==> src/rtl/agex_stage.sv <==
// Execute / address-generation stage: registered result one cycle after accept; MUL takes MUL_CYCLES.
// in_ready drops only while the multiplier is busy; memory stage never stalls, so out_* is never held.
package agex_pkg;
  localparam int IOP_W = 6;
  localparam logic [IOP_W-1:0]
    ADD_I   = 6'd0,  SUB_I   = 6'd1,  AND_I   = 6'd2,  OR_I    = 6'd3,
    XOR_I   = 6'd4,  SLT_I   = 6'd5,  SLTU_I  = 6'd6,  SLL_I   = 6'd7,
    SRL_I   = 6'd8,  SRA_I   = 6'd9,  ADDI_I  = 6'd10, ANDI_I  = 6'd11,
    ORI_I   = 6'd12, XORI_I  = 6'd13, SLTI_I  = 6'd14, SLTIU_I = 6'd15,
    SLLI_I  = 6'd16, SRLI_I  = 6'd17, SRAI_I  = 6'd18, LUI_I   = 6'd19,
    AUIPC_I = 6'd20, LW_I    = 6'd21, SW_I    = 6'd22, JAL_I   = 6'd23,
    JALR_I  = 6'd24, BEQ_I   = 6'd25, BNE_I   = 6'd26, BLT_I   = 6'd27,
    BGE_I   = 6'd28, BLTU_I  = 6'd29, BGEU_I  = 6'd30, MUL_I   = 6'd31,
    CSRR_I  = 6'd32, CSRW_I  = 6'd33, INVALID_I = 6'd63;
endpackage

module agex_stage
  import agex_pkg::*;
#(
  parameter int DBITS      = 32,
  parameter int REGNOBITS  = 5,
  parameter int IOPBITS    = IOP_W,
  parameter int MUL_CYCLES = 4
) (
  input  logic                 clk,
  input  logic                 reset,
  input  logic                 in_valid,
  output logic                 in_ready,
  input  logic [IOPBITS-1:0]   in_op,
  input  logic [DBITS-1:0]     in_pc,
  input  logic [DBITS-1:0]     in_pcplus,
  input  logic [DBITS-1:0]     in_rs1val,
  input  logic [DBITS-1:0]     in_rs2val,
  input  logic [DBITS-1:0]     in_imm,
  input  logic [REGNOBITS-1:0] in_wregno,
  input  logic [DBITS-1:0]     in_inst_count,
  output logic                 out_valid,
  output logic [DBITS-1:0]     out_result,
  output logic [DBITS-1:0]     out_st_data,
  output logic [REGNOBITS-1:0] out_wregno,
  output logic                 out_wr_reg,
  output logic                 out_is_load,
  output logic                 out_is_store,
  output logic [DBITS-1:0]     out_pc,
  output logic [DBITS-1:0]     out_inst_count,
  output logic                 br_redirect,
  output logic [DBITS-1:0]     br_target
);

  localparam int CNTW = $clog2(MUL_CYCLES);

  typedef enum logic {IDLE, MUL_BUSY} state_t;

  typedef struct packed {
    logic                 valid;
    logic [DBITS-1:0]     result;
    logic [DBITS-1:0]     st_data;
    logic [REGNOBITS-1:0] wregno;
    logic                 wr_reg;
    logic                 is_load;
    logic                 is_store;
    logic [DBITS-1:0]     pc;
    logic [DBITS-1:0]     inst_count;
  } exo_t;

  state_t               state, state_nxt;
  logic [CNTW-1:0]      cnt, cnt_nxt;
  logic                 take, is_mul, mul_done;
  exo_t                 exo;

  logic [DBITS-1:0]     op2, res, target, jalr_sum;
  logic [4:0]           shamt;
  logic                 wr_class, is_load, is_store, taken;

  logic [DBITS-1:0]     mul_a, mul_b, mul_pc, mul_tag, mul_prod;
  logic [REGNOBITS-1:0] mul_wregno;

  // Readiness is purely state-based; a redirect cycle still accepts and drops the wrong-path op.
  assign in_ready = reset && (state == IDLE);
  assign take     = in_valid && in_ready && !br_redirect;
  assign is_mul   = (in_op == MUL_I);
  assign mul_prod = mul_a * mul_b;
  assign jalr_sum = in_rs1val + in_imm;

  always_comb begin
    op2 = in_imm;
    case (in_op)
      ADD_I, SUB_I, AND_I, OR_I, XOR_I, SLT_I, SLTU_I,
      SLL_I, SRL_I, SRA_I, MUL_I: op2 = in_rs2val;
      default: ;
    endcase
  end

  assign shamt = op2[4:0];

  always_comb begin
    res      = in_rs1val;
    wr_class = 1'b0;
    is_load  = 1'b0;
    is_store = 1'b0;
    taken    = 1'b0;
    target   = in_pc + in_imm;
    case (in_op)
      ADD_I, ADDI_I: begin res = in_rs1val + op2; wr_class = 1'b1; end
      SUB_I:         begin res = in_rs1val - op2; wr_class = 1'b1; end
      AND_I, ANDI_I: begin res = in_rs1val & op2; wr_class = 1'b1; end
      OR_I, ORI_I:   begin res = in_rs1val | op2; wr_class = 1'b1; end
      XOR_I, XORI_I: begin res = in_rs1val ^ op2; wr_class = 1'b1; end
      SLT_I, SLTI_I: begin
        res = {{(DBITS-1){1'b0}}, ($signed(in_rs1val) < $signed(op2))};
        wr_class = 1'b1;
      end
      SLTU_I, SLTIU_I: begin
        res = {{(DBITS-1){1'b0}}, (in_rs1val < op2)};
        wr_class = 1'b1;
      end
      SLL_I, SLLI_I: begin res = in_rs1val << shamt; wr_class = 1'b1; end
      SRL_I, SRLI_I: begin res = in_rs1val >> shamt; wr_class = 1'b1; end
      SRA_I, SRAI_I: begin res = $unsigned($signed(in_rs1val) >>> shamt); wr_class = 1'b1; end
      LUI_I:   begin res = in_imm; wr_class = 1'b1; end
      AUIPC_I: begin res = in_pc + in_imm; wr_class = 1'b1; end
      LW_I:    begin res = in_rs1val + in_imm; wr_class = 1'b1; is_load = 1'b1; end
      SW_I:    begin res = in_rs1val + in_imm; is_store = 1'b1; end
      JAL_I:   begin res = in_pcplus; wr_class = 1'b1; taken = 1'b1; end
      JALR_I: begin
        res      = in_pcplus;
        wr_class = 1'b1;
        taken    = 1'b1;
        target   = {jalr_sum[DBITS-1:1], 1'b0};
      end
      BEQ_I:   taken = (in_rs1val == in_rs2val);
      BNE_I:   taken = (in_rs1val != in_rs2val);
      BLT_I:   taken = ($signed(in_rs1val) < $signed(in_rs2val));
      BGE_I:   taken = ($signed(in_rs1val) >= $signed(in_rs2val));
      BLTU_I:  taken = (in_rs1val < in_rs2val);
      BGEU_I:  taken = (in_rs1val >= in_rs2val);
      MUL_I:   wr_class = 1'b1;
      CSRR_I:  wr_class = 1'b1;
      default: ;
    endcase
  end

  always_ff @(posedge clk) begin
    if (!reset) begin
      state <= IDLE;
      cnt   <= '0;
    end else begin
      state <= state_nxt;
      cnt   <= cnt_nxt;
    end
  end

  // Busy for MUL_CYCLES-1 cycles; the product lands on the edge that leaves MUL_BUSY.
  always_comb begin
    state_nxt = state;
    cnt_nxt   = cnt;
    mul_done  = 1'b0;
    case (state)
      IDLE: begin
        if (take && is_mul) begin
          state_nxt = MUL_BUSY;
          cnt_nxt   = '0;
        end
      end
      MUL_BUSY: begin
        if (cnt == CNTW'(MUL_CYCLES - 2)) begin
          mul_done  = 1'b1;
          state_nxt = IDLE;
        end else begin
          cnt_nxt = cnt + CNTW'(1);
        end
      end
      default: state_nxt = IDLE;
    endcase
  end

  always_ff @(posedge clk) begin
    if (!reset) begin
      exo         <= '0;
      br_redirect <= 1'b0;
      br_target   <= '0;
      mul_a       <= '0;
      mul_b       <= '0;
      mul_pc      <= '0;
      mul_tag     <= '0;
      mul_wregno  <= '0;
    end else begin
      br_redirect <= take && taken;
      if (take && taken)
        br_target <= target;

      if (take && is_mul) begin
        mul_a      <= in_rs1val;
        mul_b      <= op2;
        mul_pc     <= in_pc;
        mul_tag    <= in_inst_count;
        mul_wregno <= in_wregno;
      end

      if (mul_done) begin
        exo.valid      <= 1'b1;
        exo.result     <= mul_prod;
        exo.st_data    <= '0;
        exo.wregno     <= mul_wregno;
        exo.wr_reg     <= (mul_wregno != '0);
        exo.is_load    <= 1'b0;
        exo.is_store   <= 1'b0;
        exo.pc         <= mul_pc;
        exo.inst_count <= mul_tag;
      end else if (take && !is_mul) begin
        exo.valid      <= 1'b1;
        exo.result     <= res;
        exo.st_data    <= in_rs2val;
        exo.wregno     <= in_wregno;
        exo.wr_reg     <= wr_class && (in_wregno != '0);
        exo.is_load    <= is_load;
        exo.is_store   <= is_store;
        exo.pc         <= in_pc;
        exo.inst_count <= in_inst_count;
      end else begin
        exo.valid <= 1'b0;
      end
    end
  end

  assign out_valid      = exo.valid;
  assign out_result     = exo.result;
  assign out_st_data    = exo.st_data;
  assign out_wregno     = exo.wregno;
  assign out_wr_reg     = exo.wr_reg;
  assign out_is_load    = exo.is_load;
  assign out_is_store   = exo.is_store;
  assign out_pc         = exo.pc;
  assign out_inst_count = exo.inst_count;

endmodule

==> config.mk <==
export PLATFORM = sky130hd
export DESIGN_NAME = agex_stage
export DESIGN_NICKNAME = d
export VERILOG_FILES = /design/src/rtl/agex_stage.sv
export SDC_FILE = /design/constraint.sdc
export NUM_CORES = 2
export LEC_CHECK = 0
export ABC_AREA = 1
export BUFFER_PORTS_ARGS = -buffer_cell sky130_fd_sc_hd__buf_2
export CORE_UTILIZATION = 52
export DETAILED_ROUTE_END_ITERATION = 8
export GPL_TIMING_DRIVEN = 1
export PLACE_DENSITY = 0.7
export SYNTH_ARGS = -nofsm -noshare
export SYNTH_HDL_FRONTEND = slang
export SYNTH_SLANG_ARGS = --single-unit
==> constraint.sdc <==
create_clock -name clk -period 9.8 [get_ports clk]
set_input_delay 1.47 -clock clk [delete_from_list [all_inputs] [get_ports clk]]
set_output_delay 1.47 -clock clk [all_outputs]
set_load 0.05 [all_outputs]
== After elaboration in Yosys (flattened, before gate mapping) ==
Cells that the tools add are included.

* Output and inout port bits: 171
* Input bits: 206
* Bits in registers: 306
* Logic and storage cells: 121

* Multiply operators: 1
* Reduce and logical (&&, ||, !) cells: 28
* Order comparisons: 6
* $add $sub $neg: 5
* Bitwise gates (word level): 5
* Shifts and indexed selects: 3
* Equality and inequality tests: 37
* Mux-type cells: 18

{| class="wikitable"
|+ Operators by type and width
! operator !! count
|-
| case mux 32 bit (14 select lines) || 1
|-
| two-way mux 137 bit || 1
|-
| two-way mux 136 bit || 1
|-
| < comparator 32 bit || 4
|-
| adder 32 bit || 3
|-
| equality test 6 x 5 -> 1 bit (second input constant) || 16
|-
| greater-or-equal comparator 32 bit || 2
|-
| two-way mux 32 bit || 2
|-
| equality test 6 x 4 -> 1 bit (second input constant) || 8
|-
| bitwise AND 32 bit || 1
|-
| equality test 32 bit || 1
|-
| multiplier 32 x 32 -> 32 bit || 1
|-
| != test 32 bit || 1
|-
| OR 32 bit || 1
|-
| left shift 32 x 5 -> 32 bit || 1
|-
| >> shifter 32 x 5 -> 32 bit || 1
|-
| >>> shifter 32 x 5 -> 32 bit || 1
|-
| subtractor 32 bit || 1
|-
| XOR 32 bit || 1
|-
| OR reduction 26 bit || 1
|-
| equality test 6 x 3 -> 1 bit (second input constant) || 4
|-
| OR reduction 2 bit || 12
|-
| equality test 6 x 2 -> 1 bit (second input constant) || 2
|-
| OR reduction 11 bit || 1
|-
| 18 further kinds || 35
|}

== Depth between registers and ports, before layout ==
* Depth after elaboration: 7
* Depth in mapped cells: 33
* Gate-level depth less buffers: 31

== Least setup slack after synthesis ==
OpenSTA, ideal clock, no wires.

* Path type: register to register
* Start: register mul_b[5]
* End: register exo (netlist bit out_result[28])
* Library setup time: 0.120 ns
* Buffers on the path: 2
* Cell stages (with the launch flop): 32
* Arrival: 6.762 ns
* Slack: 2.918 ns
* Clock period less this slack: 6.882 ns
* Data required time: 9.680 ns
* Cell sequence: dfxtp_1 > clkbuf_1 > buf_1 > nand2_1 > inv_1 > fa_1 > fa_1 > fa_1 > inv_1 > fa_1 > inv_1 > fa_1 > inv_1 > fa_1 > inv_1 > fa_1 > fa_1 > ha_1 > nand2_1 > nor2_1 > nor3b_1 > nand4_1 > nand3_1 > nand3_1 > nand2_1 > a21oi_1 > o21ai_0 > nand2_1 > nand2_1 > a21oi_1 > a21oi_1 > a21oi_1

* Word-level cells in the longest chain between the ends: 2

{| class="wikitable"
|+ Ends and longest elaborated chain
! item !! line !! source
|-
| start, declared || 75 || <nowiki>logic [DBITS-1:0] mul_a, mul_b, mul_pc, mul_tag, mul_prod;</nowiki>
|-
| start signal, assigned || 194 || <nowiki>mul_b <= op2;</nowiki>
|-
| multiplier 32 x 32 -> 32 bit || 82 || <nowiki>assign mul_prod = mul_a * mul_b;</nowiki>
|-
| two-way mux 137 bit || 200 || <nowiki>if (mul_done) begin</nowiki>
|-
| end, declared || 69 || <nowiki>exo_t exo;</nowiki>
|}

Every way passes these cells.
A chain may end at the register's enable or synchronous reset.

== Worst setup path in the final report ==
* Start: register mul_a[4]
* End: register exo (netlist bit out_result[28])

* Word-level cells in the longest chain between the ends: 2

{| class="wikitable"
|+ Ends and longest elaborated chain
! item !! line !! source
|-
| start, declared || 75 ||
|-
| start signal, assigned || 193 || <nowiki>mul_a <= in_rs1val;</nowiki>
|-
| multiplier 32 x 32 -> 32 bit || 82 ||
|-
| two-way mux 137 bit || 200 ||
|}

Every way passes these cells.

==> metrics.txt <==
RSZ-0062 raised after global routing false; clock buffer count from CTS 36; Slew headroom 0.153; top post-synthesis cells by area fa_1, dfxtp_1, nand2_1, inv_1, ha_1; Cell Area, Synth 42,700 µm²; num rows about 100; simple logic cell fraction of the synthesized area 0.261; critical path's largest stage delay between 1 and 1.5 ns; total track usage 0.471; syn nets 7,403; power density over the cells 98.4 nW/µm²; first-pass detailed-route iteration total 9; Gate Count Post-Synth 6,469; Final Max Slew Viols 0; initial antenna violation count 13; crit path launch mul_a[4]$_SDFFE_PN0P_; count leader, synth nand2_1; post-synthesis mux area share 0.000234; fin crit share 0.792; Post-Synth Adder-Cell Area 0.285; worst reg2reg path depth 32; Flop pwr share 0.286; Synth area leader fa_1; # hold bufs at CTS 0; Post-Synth XOR/XNOR Area 0.0221; largest net degree at the start of global routing 217; fillers 7,850; first-pass GRT wire length 288,000 µm; Peak supply drop 0.134 mV; # IOs between 300 and 400; Compound-Gate Fraction of Synth Area 0.154; #FFs+latches synth 306; DRC viols 0; CP Max Fanout 19; CTS tree done; Worst-Skew Late Latency 0.61 ns; Final Hold Fails 0; GR Overflow Total 0; detailed-route wire length per cell around 26 µm; global placement routability congestion 1.13; status complete, no violations; Core Area 80,900 µm²; leakage 25.5 nW; worst slew pin tran 1.27 ns; RR Startpoint mul_a[4]$_SDFFE_PN0P_; Net Sw Frac 0.441; WHS about 0.47 ns; max cap viols 0; Root Driver clkbuf_16; Antenna Nets Post-Route 0; DR vias 47,200; Post-synth top cells nand2_1, inv_1, nand3_1; P_sw between 0.002 and 0.0025 W; Tmin final 7.77 ns; internal power 0.00256 W; Critical Path RT 10.27 ns; layout net count about 7,600; Synth-to-Final Area Change 8.82%; Post-CTS Setup Bufs 0; WL final roughly 200,000 µm; setup violators final 0; syn_area_per_cell 6.61 µm²; clk slew on worst S/H paths 0.06 ns; Post-DP HPWL 160,000 µm; CTS Buffer Depth 3; share of cells above drive strength 1 0.0878; highest clock rate 0.129 GHz; chip height about 290 µm; Post-CTS Resized 0; Synth cell types 57; reg-to-reg endpoint out_result[28]$_SDFFE_PN0P_; Hold/Removal Path Class reg2reg; drt via density just over 6; Critical Path Source Type flop; clock share of power 0.314; CP max-delay cell dfxtp_1; CP dominant cell by count fa_1; die area 83,400 µm²; starting density of the core 0.528; Seq/Total Area, Yosys 0.143; largest family of logic cells by synthesized area adder cells; Clock Skews 0.0346 ns; Worst Path Arrival 8.23 ns; EDFF count, synth 0; Post-synth top flop dfxtp_1; Crit. End Element flop; r2r setup slk 2.03 ns; Synth top area share 0.193; ys async rst share 0; die width 289 µm; Port Buffer Count ~380; H-tree levels 2; vias in the first global route 44,500; Worst Setup EP out_result[28]$_SDFFE_PN0P_; Yosys warnings 0; Iteration-0 DRC Markers 5,588; Combinational Power Share 0.401; Critical Setup Path Class reg2reg; clk sinks 306; total negative setup slack 0 ns
==> cells by family after synthesis <==
logic type	count (synthesis)
muxes	1
and+or+nand+nor	2692
DFF	306
adders and majority gates	728
AOI/OAI and AO/OA	1150
buffers and inverters	1484
xor gates and xnor gates	108
==> placed cells by master, fill, tap and decap left out, drive strengths merged, types with 20 or more instances in the layout <==
master  instances
a211oi         49
a21o           27
a21oi         379
a221oi         32
a31oi          66
buf           467
clkbuf         47
dfxtp         306
fa            412
ha            316
inv          1144
nand2        1598
nand3         475
nand4          59
nor2          456
nor3           34
nor4           23
o211ai         61
o21ai         446
o22ai          20
or2            29
xnor2          53
xor2           55
==> power groups by stage <==
stage	Sequential [W]	Combinational (W)	Clock, W
final	0.00131	0.00183	0.00144
after global routing	0.00131	0.00192	0.00148
after CTS	0.00131	0.00175	0.00144
after detailed placement	0.00133	0.00174	0
after global placement	0.00133	0.00175	0
after floorplan	0.00144	0.000960	0
==> final cells by class <==
cell class / count / area [µm²] / share of cell area
diodes: 4 / 10.0 / 0.000215
repair buffers: 467 / 2580 / 0.0555
clock inverters: 13 / 229 / 0.00492
clock buffers: 47 / 972 / 0.0209
flip-flops and latches: 306 / 6130 / 0.132
multi-input cells: 4679 / 31000 / 0.665
inverters: 1148 / 4320 / 0.0928
well taps: 1060 / 1330 / 0.0285
==> critical path: cells and delay by family, from the launching register on <==
kind	cells	cell delay, ns
compound gates	5	0.71
buf+inv	8	0.77
flops	1	1.04
simple gates	10	1.24
fa+ha+maj	9	3.87
==> metrics by stage <==
stage | total power, W | utilization | cell area (µm²) | instances | setup slack (ns)
floorplan | 0.00240 | - | 42700 | 6469 | 2.92
global placement | 0.00308 | 0.560 | 45300 | 7660 | 2.23
detailed placement | 0.00307 | 0.560 | 45300 | 7660 | 2.16
CTS | 0.00450 | 0.575 | 46500 | 7720 | 2.12
global route | 0.00471 | 0.575 | 46500 | 7720 | 1.66
finish | 0.00458 | 0.575 | 46500 | 7724 | 2.03
==> routing by layer <==
metal  GRT usage  part of all wire  vias up
met5     0.00455            0.0014        -
met4       0.268             0.071       22
met3       0.130              0.13      709
met2       0.709              0.42     3224
met1       0.607              0.38    22400
li1            -                 -    20800
==> worst min-delay path by stage <==
stage / startpoint / to / slack (ns) / depth (start not counted)
after floorplan: cnt[1]$_SDFFE_PN0P_ / cnt[1]$_SDFFE_PN0P_ / 0.44 / 2
after global placement: br_target[15]$_SDFFE_PN0P_ / br_target[15]$_SDFFE_PN0P_ / 0.45 / 2
after detailed placement: br_target[13]$_SDFFE_PN0P_ / br_target[13]$_SDFFE_PN0P_ / 0.45 / 2
after CTS: br_target[23]$_SDFFE_PN0P_ / br_target[23]$_SDFFE_PN0P_ / 0.46 / 2
after global routing: br_target[20]$_SDFFE_PN0P_ / br_target[20]$_SDFFE_PN0P_ / 0.48 / 2
final: br_target[13]$_SDFFE_PN0P_ / br_target[13]$_SDFFE_PN0P_ / 0.47 / 2
(Power assumes the default switching activity.)
